--- src/rtl/src_bf16_fmt_if.sv ---
`default_nettype none
// +-----------------------------------------------------------------------+
// | src_bf16_fmt_if : upstream/downstream stream bundle for src_bf16_fmt  |
// | Rev 1.0                                                               |
// +-----------------------------------------------------------------------+
interface src_bf16_fmt_if;
  logic        s_valid;
  logic [31:0] s_data;
  logic        s_ready;
  logic        m_valid;
  logic [31:0] m_data;
  logic        m_last;
  logic        m_ready;

  // master: the environment (DMA source and accelerator sink)
  modport master (
    output s_valid, s_data, m_ready,
    input  s_ready, m_valid, m_data, m_last
  );

  // slave: the formatter itself
  modport slave (
    input  s_valid, s_data, m_ready,
    output s_ready, m_valid, m_data, m_last
  );
endinterface
`default_nettype wire

--- src/rtl/src_bf16_fmt.sv ---
`default_nettype none
// +-----------------------------------------------------------------------+
// | src_bf16_fmt : FP32->bf16 / raw stream formatter with last generation |
// | and a 2-entry output FIFO. SRC_BF16_FMT_RNE_EN selects RNE rounding.  |
// | Rev 1.0                                                               |
// +-----------------------------------------------------------------------+
module src_bf16_fmt #(
  parameter int DEPTH = 2
) (
  input  logic        clk,
  input  logic        rst_n,
  input  logic [11:0] len,
  input  logic        raw,
  src_bf16_fmt_if.slave bus,
  output logic [15:0] pkt_cnt,
  output logic        busy
);

  localparam logic [1:0] c_full = 2'(DEPTH);

  logic [11:0] r_cnt;
  logic [11:0] r_len_q;
  logic        r_raw_q;
  logic [1:0]  r_occ;
  logic [31:0] r_hd_data;
  logic        r_hd_last;
  logic [31:0] r_tl_data;
  logic        r_tl_last;
  logic [15:0] r_pkt_cnt;

  logic        w_push;
  logic        w_pop;
  logic        w_first;
  logic [11:0] w_len;
  logic        w_raw;
  logic        w_last_in;
  logic        w_nan;
  logic        w_inc;
  logic [15:0] w_bf;
  logic [31:0] w_word;

  assign bus.s_ready = (r_occ != c_full);
  assign bus.m_valid = (r_occ != 2'd0);
  assign bus.m_data  = r_hd_data;
  assign bus.m_last  = r_hd_last;
  assign pkt_cnt     = r_pkt_cnt;
  assign busy        = (r_cnt != 12'd0) || (r_occ != 2'd0);

  assign w_push = bus.s_valid && bus.s_ready;
  assign w_pop  = bus.m_valid && bus.m_ready;

  // The first word of a packet already uses the freshly sampled len/raw.
  assign w_first   = (r_cnt == 12'd0);
  assign w_len     = w_first ? len : r_len_q;
  assign w_raw     = w_first ? raw : r_raw_q;
  assign w_last_in = (r_cnt == w_len);

  assign w_nan = (&bus.s_data[30:23]) && (|bus.s_data[22:0]);
`ifdef SRC_BF16_FMT_RNE_EN
  assign w_inc = bus.s_data[15] && (bus.s_data[16] || (|bus.s_data[14:0]));
`else
  assign w_inc = 1'b0;
`endif
  assign w_bf   = w_nan ? (bus.s_data[31:16] | 16'h0040)
                        : (bus.s_data[31:16] + {15'd0, w_inc});
  assign w_word = w_raw ? bus.s_data : {w_bf, 16'h0000};

  always_ff @(posedge clk or negedge rst_n) begin
    if (!rst_n) begin
      r_cnt   <= 12'd0;
      r_len_q <= 12'd0;
      r_raw_q <= 1'b0;
    end else if (w_push) begin
      if (w_first) begin
        r_len_q <= len;
        r_raw_q <= raw;
      end
      r_cnt <= w_last_in ? 12'd0 : r_cnt + 12'd1;
    end
  end

  // Head register drives m_*; tail only holds the second entry when full.
  always_ff @(posedge clk or negedge rst_n) begin
    if (!rst_n) begin
      r_occ     <= 2'd0;
      r_hd_data <= 32'd0;
      r_hd_last <= 1'b0;
      r_tl_data <= 32'd0;
      r_tl_last <= 1'b0;
    end else begin
      case ({w_push, w_pop})
        2'b10: begin
          if (r_occ == 2'd0) begin
            r_hd_data <= w_word;
            r_hd_last <= w_last_in;
          end else begin
            r_tl_data <= w_word;
            r_tl_last <= w_last_in;
          end
          r_occ <= r_occ + 2'd1;
        end
        2'b01: begin
          if (r_occ == 2'd2) begin
            r_hd_data <= r_tl_data;
            r_hd_last <= r_tl_last;
          end
          r_occ <= r_occ - 2'd1;
        end
        2'b11: begin
          r_hd_data <= w_word;
          r_hd_last <= w_last_in;
        end
        default: begin
        end
      endcase
    end
  end

  always_ff @(posedge clk or negedge rst_n) begin
    if (!rst_n) begin
      r_pkt_cnt <= 16'd0;
    end else if (w_pop && r_hd_last) begin
      r_pkt_cnt <= r_pkt_cnt + 16'd1;
    end
  end

endmodule
`default_nettype wire
--- src/flat_wrapper.sv ---
// flat-port wrapper written by rule: the top's interface ports become plain ports
module src_bf16_fmt_flat 
#(
  parameter int DEPTH = 2
)
  (clk, rst_n, len, raw, pkt_cnt, busy, bus_s_valid, bus_s_data, bus_m_ready, bus_s_ready, bus_m_valid, bus_m_data, bus_m_last);
  src_bf16_fmt_if bus_i ();
  input  logic clk;
  input  logic rst_n;
  input  logic [11:0] len;
  input  logic raw;
  output logic [15:0] pkt_cnt;
  output logic busy;
  input wire logic [$bits(bus_i.s_valid)-1:0] bus_s_valid;
  input wire logic [$bits(bus_i.s_data)-1:0] bus_s_data;
  input wire logic [$bits(bus_i.m_ready)-1:0] bus_m_ready;
  output wire logic [$bits(bus_i.s_ready)-1:0] bus_s_ready;
  output wire logic [$bits(bus_i.m_valid)-1:0] bus_m_valid;
  output wire logic [$bits(bus_i.m_data)-1:0] bus_m_data;
  output wire logic [$bits(bus_i.m_last)-1:0] bus_m_last;
  assign bus_i.s_valid = bus_s_valid;
  assign bus_i.s_data = bus_s_data;
  assign bus_i.m_ready = bus_m_ready;
  assign bus_s_ready = bus_i.s_ready;
  assign bus_m_valid = bus_i.m_valid;
  assign bus_m_data = bus_i.m_data;
  assign bus_m_last = bus_i.m_last;
  src_bf16_fmt #(.DEPTH(DEPTH)) u_core (.clk(clk), .rst_n(rst_n), .len(len), .raw(raw), .bus(bus_i), .pkt_cnt(pkt_cnt), .busy(busy));
endmodule
--- config.mk ---
export PLATFORM = sky130hd
export DESIGN_NAME = src_bf16_fmt_flat
export DESIGN_NICKNAME = d
export VERILOG_FILES = /design/src/rtl/src_bf16_fmt_if.sv /design/src/rtl/src_bf16_fmt.sv /design/src/flat_wrapper.sv
export SDC_FILE = /design/constraint.sdc
export NUM_CORES = 1
export LEC_CHECK = 0
export CAP_MARGIN = 25
export CELL_PAD_IN_SITES_DETAIL_PLACEMENT = 1
export CELL_PAD_IN_SITES_GLOBAL_PLACEMENT = 1
export CORE_MARGIN = 4
export CORE_UTILIZATION = 41
export CTS_CLUSTER_DIAMETER = 30
export CTS_CLUSTER_SIZE = 25
export DETAILED_ROUTE_END_ITERATION = 10
export GPL_TIMING_DRIVEN = 0
export PLACE_DENSITY_LB_ADDON = 0.1
export SLEW_MARGIN = 10
export SYNTH_ARGS = -nofsm -noshare
export SYNTH_HDL_FRONTEND = slang
export SYNTH_SLANG_ARGS = --single-unit
--- constraint.sdc ---
create_clock -name clk -period 3.25 [get_ports clk]
set_input_delay 0.65 -clock clk [delete_from_list [all_inputs] [get_ports clk]]
set_output_delay 0.65 -clock clk [all_outputs]
set_load 0.005 [all_outputs]
==> results.yml <==
timing:
  fin_skew_ns: 0.00852
  tightest_slew_ns: 0.757
  rsz0062_at_grt: "true"
  period_share: 0.936
  hold_viol: 0
  hold-worst-slack_ns: 0.204
  layout_min_cycle_time_ns: 3.04
  slew_viol_final: 0
  setup_violations: 0
  max_freq_mhz: 329
  fin_ws_ns: 0.208
  relSlewSlack: 0.495
setup_path:
  cp-startpoint: "u_core.r_cnt[1]"
  cp-endpoint: "busy"
  required_ns: 2.60
  crit_fanout: 7
  r2r-start: "u_core.r_occ[0]"
  ff2ff_setup_slack_ns: 0.27
  rr_worst_depth: 11
  critPathArrivalTime_ns: 2.39
  r2r-end: "u_core.bus.m_data[10]"
  start_kind: "flip-flop"
  crit_type: "flip-flop to output pin"
  cp-end-kind: "output pin"
clocking:
  clk_pin_slew_ns: 0.07
  cts_buffers: 9
  clock-sinks: 109
  clock_path_buffers: 2
  clkLatencyLatePin_ns: 0.35
  root_buffer: "clkbuf_16"
  cts_tree: "yes"
  htreeDepth: 3
  postCtsSetupRepairBufs: 0
pwr:
  intPower_w: 0.00343
  power_frac_comb: 0.382
  p_leak_nw: 2.81
  ir_drop_uv: 414
  pwr_density_cell_mw_per_mm2: 756
  swShare: 0.331
  pwr-share-seq: 0.386
  pwr-share-clk: 0.233
  switchingPower_w: 0.00169
final_layout:
  layout_common_cells: "dfrtp_1 (109), clkdlybuf4s50_1 (99), nand2_1 (67)"
  stdcell_count: 767
  syn2layout_area_growth_pct: 30.3
  drive_gt1_frac: 0.132
  stdcell_area_mm2: 0.00677
  nFillCells: 1375
  fin_util: 0.555
  multi_input_area_mm2: 0.00229
  regArea_mm2: 0.00273
  layout_commonest_cell: "dfrtp_1"
  diodes: 0
  fin_nets: 648
yosys:
  ys_types: 52
  netlist_instances: 482
  synth_area_mm2: 0.00520
  ys.flop_type: "dfrtp_1"
  ys_seq_area_frac: 0.525
  synth.avg_cell_area_um2: 10.8
  yosysWarningCount: 0
  synth_seq_cells: 109
  syn_nets: 536
  async_flop_share: 1.00
  synth-edff-count: 0
grt:
  grt_pass1_wl_mm: 22.9
  grt-ovfl-total: 0
  grtUsageTotal: 0.199
  grt_antenna_before_repair: 0
  grt_pass1_vias: 4536
  grt_max_degree: 72
place:
  postPlaceCellArea_mm2: 0.00644
  place.detailed.instances: 751
  gp_congestion: 0.795
  dp_slack_ns: -0.489
  numPortBuffers: 100
  place.detailed.hpwl_mm: 10.1
detailed_routing:
  vias_per_cell: 5.25
  ant_nets: 0
  first_iter_violations: 167
  dr_total_vias: 4023
  drc: 0
  wl_per_cell_um: 17.7
  firstDrtPassIters: 4
  finalWirelength_mm: 13.6
floorplan:
  io-pin-count: 101
  die_w_um: 121
  die_y_um: 121
  coreArea_mm2: 0.0122
  rows: 40
  initial_core_util: 0.426
  die-area_mm2: 0.0145
hold_path:
  hold_class: "input port to asynchronous set/reset pin"
run:
  drv_cap: 0
run_status:
  run_status: "finished clean"
==> metal layers <==
layer | up-vias | global-route usage | routed length, µm
li1 | 1902 | - | -
met1 | 2031 | 0.251 | 6030
met2 | 82 | 0.342 | 6920
met3 | 8 | 0.0561 | 525
met4 | 0 | 0.0390 | 123
met5 | - | 0 | 0
==> state kept, by name, summed over array words and instances, names as in the netlist <==
name / count
u_core.bus.m_data: 32
u_core.r_tl_data: 32
u_core.pkt_cnt: 16
u_core.r_cnt: 12
u_core.r_len_q: 12
u_core.r_occ: 2
u_core.bus.m_last: 1
u_core.r_raw_q: 1
u_core.r_tl_last: 1
==> synth_stat cells, types with 3 or more instances <==
cell type | n | area [µm²]
inv_1 | 14 | 52.6
nor2_1 | 27 | 101
clkbuf_1 | 20 | 75.1
o22ai_1 | 4 | 25.0
a21oi_2 | 9 | 78.8
nand4_1 | 8 | 50.1
and3_1 | 8 | 50.1
ha_1 | 5 | 62.6
o211ai_1 | 16 | 120
nor4_1 | 7 | 43.8
o21ai_0 | 19 | 95.1
nand2b_1 | 5 | 31.3
a21oi_1 | 19 | 95.1
buf_1 | 3 | 11.3
o21a_1 | 16 | 120
xnor2_1 | 19 | 166
nand2_1 | 67 | 251
or2_2 | 3 | 18.8
xor2_1 | 15 | 131
dfrtp_1 | 109 | 2730
mux2_2 | 31 | 349
mux2i_1 | 18 | 180
nand3_1 | 8 | 40.0
==> repair_timing <==
item | CTS | global route
hold buffers | 0 | 0
gates resized for setup | 4 | 7
setup endpoints to repair | 31 | 40
==> worst max-delay path, cell delays in order, from the launching register on <==
cell and delay (ns):
dfrtp_1 0.45, inv_1 0.14, ha_1 0.16, nor4b_4 0.34, nand3_4 0.20, or2_2 0.32
clkdlybuf4s50_1 0.45
==> area by class of cell <==
class / count / area share
sequential: 109 / 0.403
multi-input combinational: 332 / 0.338
timing repair buffer: 101 / 0.152
clock buffer: 11 / 0.0358
tap: 168 / 0.0310
buffer: 26 / 0.0199
clock inverter: 5 / 0.0120
inverter: 15 / 0.00831
==> how the worst min path moves through the flow <==
stage	start	endpoint	cells after the start
after floorplan	rst_n	u_core.bus.m_data[0]	0
after global placement	u_core.r_tl_data[6]	u_core.r_tl_data[6]	2
after detailed placement	u_core.r_raw_q	u_core.r_raw_q	2
after CTS	rst_n	u_core.r_len_q[4]	1
after global routing	rst_n	u_core.r_len_q[4]	1
final	rst_n	u_core.r_len_q[4]	1
==> power by group through the flow <==
stage	Combinational [W]	Sequential, W	Clock [W]
after global placement	0.00191	0.00198	0
after global routing	0.00217	0.00202	0.00130
final	0.00195	0.00197	0.00119
after CTS	0.00199	0.00198	0.00123
after floorplan	0.00108	0.00196	0
after detailed placement	0.00196	0.00200	0
==> cells by family (layout without fill, tap and decap cells) <==
group | count (synthesis) | after routing | synth area share
multiplexers | 49 | 49 | 0.102
flip-flops | 109 | 109 | 0.525
AND/OR/NAND/NOR | 147 | 147 | 0.141
AO/OA/AOI/OAI | 97 | 97 | 0.128
adder cells (fa/ha/maj) | 5 | 5 | 0.0120
XOR/XNOR | 34 | 34 | 0.0573
buffers and inverters | 41 | 158 | 0.0349
==> metrics by stage <==
step                      total power [W]  setup TNS [ns]
after floorplan                   0.00303               0
final                             0.00512               0
after global placement            0.00388         -319.05
after detailed placement          0.00396          -20.53
after global routing              0.00549          -0.133
after CTS                         0.00519               0
(Power assumes the default switching activity.)
